## config.mk

```make
export PLATFORM = sky130hd
export DESIGN_NAME = dtu_rx_buffer
export DESIGN_NICKNAME = d
export VERILOG_FILES = /design/src/rtl/dtu_pkg.sv /design/src/rtl/char_fifo.sv /design/src/rtl/dtu_rx_buffer.sv
export SDC_FILE = /design/constraint.sdc
export NUM_CORES = 1
export LEC_CHECK = 0
export ABC_AREA = 1
export CAP_MARGIN = 20
export CORE_MARGIN = 2
export CORE_UTILIZATION = 55
export CTS_BUF_LIST = sky130_fd_sc_hd__clkbuf_8
export DETAILED_ROUTE_END_ITERATION = 16
export HOLD_SLACK_MARGIN = 0.03
export PLACE_DENSITY = 0.77
export SKIP_LAST_GASP = 1
export SYNTH_ARGS = -nofsm -noshare
export SYNTH_HDL_FRONTEND = slang
export SYNTH_SLANG_ARGS = --single-unit
```

## constraint.sdc

```tcl
create_clock -name clk -period 3.5 [get_ports clk]
set_clock_uncertainty 0.2 [all_clocks]
set_input_delay 0.35 -clock clk [delete_from_list [all_inputs] [get_ports clk]]
set_output_delay 0.35 -clock clk [all_outputs]
set_load 0.02 [all_outputs]
```

## src/rtl/dtu_pkg.sv

```systemverilog
// Shared types and widths for the dtu receive-side buffer.
// The FIFO entry pairs a character with the error flag of the frame it came from.
package dtu_pkg;

    localparam int unsigned CHAR_W    = 7;
    localparam int unsigned ERR_CNT_W = 8;
    localparam int unsigned ENTRY_W   = CHAR_W + 1;

    typedef enum logic [2:0] {
        IDLE     = 3'd0,
        PUSH1    = 3'd1,
        PUSH2    = 3'd2,
        ACK      = 3'd3,
        WAIT_CLR = 3'd4
    } rx_buf_state_t;

    typedef struct packed {
        logic              err;
        logic [CHAR_W-1:0] ch;
    } rx_entry_t;

    // A frame is two characters, so capture needs at least two free slots.
    function automatic logic frame_fits(input int unsigned occupancy, input int unsigned depth);
        return (occupancy + 2) <= depth;
    endfunction

endpackage

```

## src/rtl/char_fifo.sv

```systemverilog
// Synchronous first-word-fall-through FIFO; occupancy counter drives full/empty.
// The head word is visible combinationally, and reads 0 while the FIFO is empty.
module char_fifo #(
    parameter int unsigned DEPTH = 8,
    parameter int unsigned AW    = 3,
    parameter int unsigned W     = 8
) (
    input  logic         clk,
    input  logic         rst,
    input  logic         wr_en,
    input  logic [W-1:0] wr_data,
    input  logic         rd_en,
    output logic [W-1:0] rd_data,
    output logic         empty,
    output logic         full,
    output logic [AW:0]  count
);

    logic [W-1:0]  mem [DEPTH];
    logic [AW-1:0] wr_ptr;
    logic [AW-1:0] rd_ptr;
    logic          push;
    logic          pop;

    assign empty = (count == '0);
    assign full  = (count == (AW+1)'(DEPTH));
    assign pop   = rd_en && !empty;
    assign push  = wr_en && (!full || pop);

    assign rd_data = empty ? '0 : mem[rd_ptr];

    // Storage carries no reset; validity is tracked by count alone.
    always_ff @(posedge clk) begin
        if (push) begin
            mem[wr_ptr] <= wr_data;
        end
    end

    always_ff @(posedge clk or posedge rst) begin
        if (rst) begin
            wr_ptr <= '0;
            rd_ptr <= '0;
            count  <= '0;
        end else begin
            if (push) begin
                wr_ptr <= wr_ptr + AW'(1);
            end
            if (pop) begin
                rd_ptr <= rd_ptr + AW'(1);
            end
            case ({push, pop})
                2'b10:   count <= count + (AW+1)'(1);
                2'b01:   count <= count - (AW+1)'(1);
                default: count <= count;
            endcase
        end
    end

endmodule

```

## src/rtl/dtu_rx_buffer.sv

```systemverilog
// Drains dtu receiver frames into a character FIFO via the rx_ready/rx_ack handshake.
// Owns the capture FSM, the acknowledge pulse and the saturating error counter.
module dtu_rx_buffer
    import dtu_pkg::*;
#(
    parameter int unsigned DEPTH    = 8,
    parameter int unsigned AW       = 3,
    parameter bit          DROP_ERR = 1'b0
) (
    input  logic                 clk,
    input  logic                 rst,
    input  logic                 en,
    input  logic                 rx_ready,
    input  logic                 rx_error,
    input  logic [CHAR_W-1:0]    rx_character1,
    input  logic [CHAR_W-1:0]    rx_character2,
    output logic                 rx_ack,
    input  logic                 rd_en,
    output logic [CHAR_W-1:0]    rd_data,
    output logic                 rd_err,
    output logic                 empty,
    output logic                 full,
    output logic [AW:0]          count,
    output logic [ERR_CNT_W-1:0] err_cnt
);

    rx_buf_state_t state;
    rx_buf_state_t state_next;
    logic          wr_en_c;
    rx_entry_t     wr_entry_c;
    logic          err_inc_c;
    rx_entry_t     head;
    logic          room;

    assign room = frame_fits(32'(count), DEPTH);

    char_fifo #(
        .DEPTH (DEPTH),
        .AW    (AW),
        .W     (ENTRY_W)
    ) u_fifo (
        .clk     (clk),
        .rst     (rst),
        .wr_en   (wr_en_c),
        .wr_data (wr_entry_c),
        .rd_en   (rd_en),
        .rd_data (head),
        .empty   (empty),
        .full    (full),
        .count   (count)
    );

    assign rd_data = head.ch;
    assign rd_err  = head.err;

    always_ff @(posedge clk or posedge rst) begin
        if (rst) begin
            state <= IDLE;
        end else begin
            state <= state_next;
        end
    end

    // Next-state and FIFO write control; characters are written straight from the held inputs.
    always_comb begin
        state_next = state;
        wr_en_c    = 1'b0;
        wr_entry_c = '0;
        err_inc_c  = 1'b0;
        case (state)
            IDLE: begin
                if (en && rx_ready) begin
                    if (DROP_ERR && rx_error) begin
                        state_next = ACK;
                        err_inc_c  = 1'b1;
                    end else if (room) begin
                        state_next = PUSH1;
                    end
                end
            end
            PUSH1: begin
                wr_en_c    = 1'b1;
                wr_entry_c = '{err: rx_error, ch: rx_character1};
                state_next = PUSH2;
            end
            PUSH2: begin
                wr_en_c    = 1'b1;
                wr_entry_c = '{err: rx_error, ch: rx_character2};
                err_inc_c  = rx_error;
                state_next = ACK;
            end
            ACK: begin
                state_next = WAIT_CLR;
            end
            WAIT_CLR: begin
                if (!rx_ready) begin
                    state_next = IDLE;
                end
            end
            default: begin
                state_next = IDLE;
            end
        endcase
    end

    // rx_ack is registered so it is high exactly while the FSM sits in ACK.
    always_ff @(posedge clk or posedge rst) begin
        if (rst) begin
            rx_ack <= 1'b0;
        end else begin
            rx_ack <= (state_next == ACK);
        end
    end

    always_ff @(posedge clk or posedge rst) begin
        if (rst) begin
            err_cnt <= '0;
        end else if (err_inc_c && (err_cnt != {ERR_CNT_W{1'b1}})) begin
            err_cnt <= err_cnt + ERR_CNT_W'(1);
        end
    end

endmodule

```

==> results.md <==
* Run status: finished clean
* Avg Inst Size Synth at 8.953 µm²
* Cell area after layout at 0.004961 mm²
* CP endpoint: rd_data[4]
* Max Cap Violations at 0
* Fin crit share at 81.42%
* Setup repair bufs after CTS at 0
* Die extent in x at 92.03 µm
* GRT Resource Usage Total at 22.49%
* Final min period at 2850 ps
* Number of global-route vias before repair at 3169
* IO Count at 43
* Global-route wire length before repair at 14560 µm
* CP endpoint kind: output port
* Filler cells at 623
* Layout cells sized above 1 at 6.604%
* Placed inst area at 0.004802 mm²
* IO Port Bufs at 42
* CTS tree: done
* Unrepaired setup endpoints after global routing: false
* Routed len/inst at 14.15 µm
* Initial Util at 56.02%
* Peak supply drop at 0.4975 mV
* CTS Hold Buffers Added at 0
* Max-slew violation total from the final report at 0
* Clock insertion delay at the later pin of the skew report at 350 ps
* Total CTS buffers at 9
* Fin. Hold Viols at 0
* Synth Warn # at 0
* Crit path kind: register to output port
* Core Region at 0.007607 mm²
* Detailed Place HPWL at 5928 µm
* Post-synth cell types at 28
* Fmax achieved at 0.3509 GHz
* Initial DRT Pass Iterations at 4
* Pin count of the biggest net entering global routing at 34
* Post-synthesis cell count at 476
* Beginning of the worst register-to-register path: u_fifo.count[1]
* Via count at 3189
* Mapped Area at 0.004262 mm²
* Total die area at 0.008469 mm²
* Pwr dens at 848.7 mW/mm²
* Diode count at 0
* Worst Setup SP: u_fifo.rd_ptr[0]
* Yosys reg bits at 86
* R2R depth at 13
* Resized cells post-CTS at 0
* Synth area leaders: edfxtp_1 (45%), nand2_1 (14%), dfrtp_1 (13%), inv_1 (7.4%), nand3_1 (6.0%)
* Detailed Route WL at 8941 µm
* Flop2flop setup slack at 860 ps
* Setup TNS at 0 ps
* FF-to-FF End: u_fifo.count[3]
* CP arrival at 2300 ps
* Synthesized Nets at 504
* Sequential share of the synthesized area at 58.02%
* Clock slew at reported path FFs at 80 ps
* Clock sink count at 86
* Worst Path Required at 2950 ps
* Synth top area share at 45.10%
* Clock Tree Buf Depth at 2
* FP Rows at 32
* DRT antenna net count at 0
* Worst-path maximum fanout at 21
* Die height at 92.03 µm
* Multi-input gate area at 0.001373 mm²
* Area Growth Syn to Fin at 16.41%
* Register area at 0.002472 mm²
* Relative slew slack at 41.81%
* Startpoint types: register
* Worst Max-Slew Pin Slew at 871.9 ps
* CTS Root Cell: clkbuf_8
* Drt via density at 5.046
* Post-synth top area cell: edfxtp_1
* GP Congestion at 0.8329
* # DRC at 0
* Final setup fails at 0
* Final nets at 553
* Lkg Pwr at 2.353 nW
* Iteration-0 DRC Markers at 215
* Worst hold path type: input port to asynchronous set/reset pin
* Total grt overflow at 0
* H-tree depth at 3
* Initial antenna violation count at 0
kinds of logic after synthesis:
kind of cell	after synthesis	synth area share [%]
buf+inv	102	9.777
compound gates	9	1.116
flops	86	58.02
fa+ha+maj	8	2.525
simple gates	260	26.31
xor+xnor	11	2.261
synthesized netlist by cell type, drive strengths merged:
| cell | number |
|---|---|
| buf | 12 |
| inv | 85 |
| edfxtp | 64 |
| nand2 | 165 |
| nand3 | 52 |
| nand3b | 3 |
| clkinv | 2 |
| xor2 | 6 |
| a21oi | 1 |
| and3 | 1 |
| nor2 | 29 |
| a211oi | 1 |
| fa | 1 |
| xnor2 | 5 |
| nor3 | 9 |
| nand4 | 1 |
| clkbuf | 3 |
| dfrtp | 22 |
| o21ai | 7 |
| ha | 7 |
metrics by stage:
stage	worst slack, ps	cells	total power, mW	util [%]	hold slack [ps]
after floorplan	1170	476	2.972	-	139.2
after global placement	970.8	616	3.584	63.13	318.9
after detailed placement	872.7	616	3.651	63.13	330.8
after CTS	627.7	632	4.239	65.21	302.7
after global routing	469.3	632	4.539	65.21	386.6
final	650.2	632	4.210	65.21	275.3
worst min-delay path by stage:
stage,from,end,slack [ps]
floorplan,rst,err_cnt[0],140
global placement,err_cnt[1],err_cnt[1],320
detailed placement,err_cnt[1],err_cnt[1],330
CTS,rst,state[2],300
global route,rst,rx_ack,390
finish,rst,state[2],280
layout make-up:
type	instances	area share (%)
tap	102	2.573
timing repair buffer	53	10.14
sequential	86	49.84
multi-input combinational	288	27.67
clock buffer	9	2.497
inverter	87	6.583
clock inverter	7	0.7062
routing by layer:
metal  vias to the layer above  wire length (µm)  global-route usage [%]
met4                         0               147                   8.085
met3                        14               605                   4.684
met2                        96              4338                   37.99
met1                      1488              3850                   28.88
li1                       1591                 -                       -
met5                         -                 0                       0
power breakdown:
group | switching, mW | internal, mW | leakage [nW]
sequential | 0.201 | 1.41 | 0.873
combinational | 1.25 | 0.761 | 1.39
clock | 0.334 | 0.248 | 0.0931
flip-flops by register name (all words and copies together) (netlist names):
signal	count
err_cnt	8
rx_ack	1
state	3
u_fifo.count	4
u_fifo.mem	64
u_fifo.rd_ptr	3
u_fifo.wr_ptr	3
worst max-delay path, stage by stage, from the launching register on:
cell and delay, ps:
dfrtp_1 380, inv_1 280, buf_4 320, nand2_1 90, nand3_1 70, nand3_1 110, nand2_1 100, nor2_1 60
clkdlybuf4s50_1 530
layout by cell type (no fill, tap or decap):
master           instances
nor2_4                   2
nand3_2                  1
o21ai_1                  1
clkbuf_8                 9
nor3_1                   9
nand3_1                 51
nand2_1                159
clkinvlp_4               1
buf_4                   11
clkinv_2                 2
xor2_1                   6
inv_4                    1
nand2_2                  3
fa_1                     1
nor2_2                   1
ha_1                     7
a211oi_1                 1
nor2_1                  26
edfxtp_1                64
xnor2_1                  5
a21oi_1                  1
and3_1                   1
clkinv_1                 2
nand2_4                  3
nand4_1                  1
nand3b_1                 3
dfrtp_1                 22
clkdlybuf4s50_1         42
inv_2                    1
o21ai_0                  6
inv_1                   87
Power figures use the tool's default switching activity.
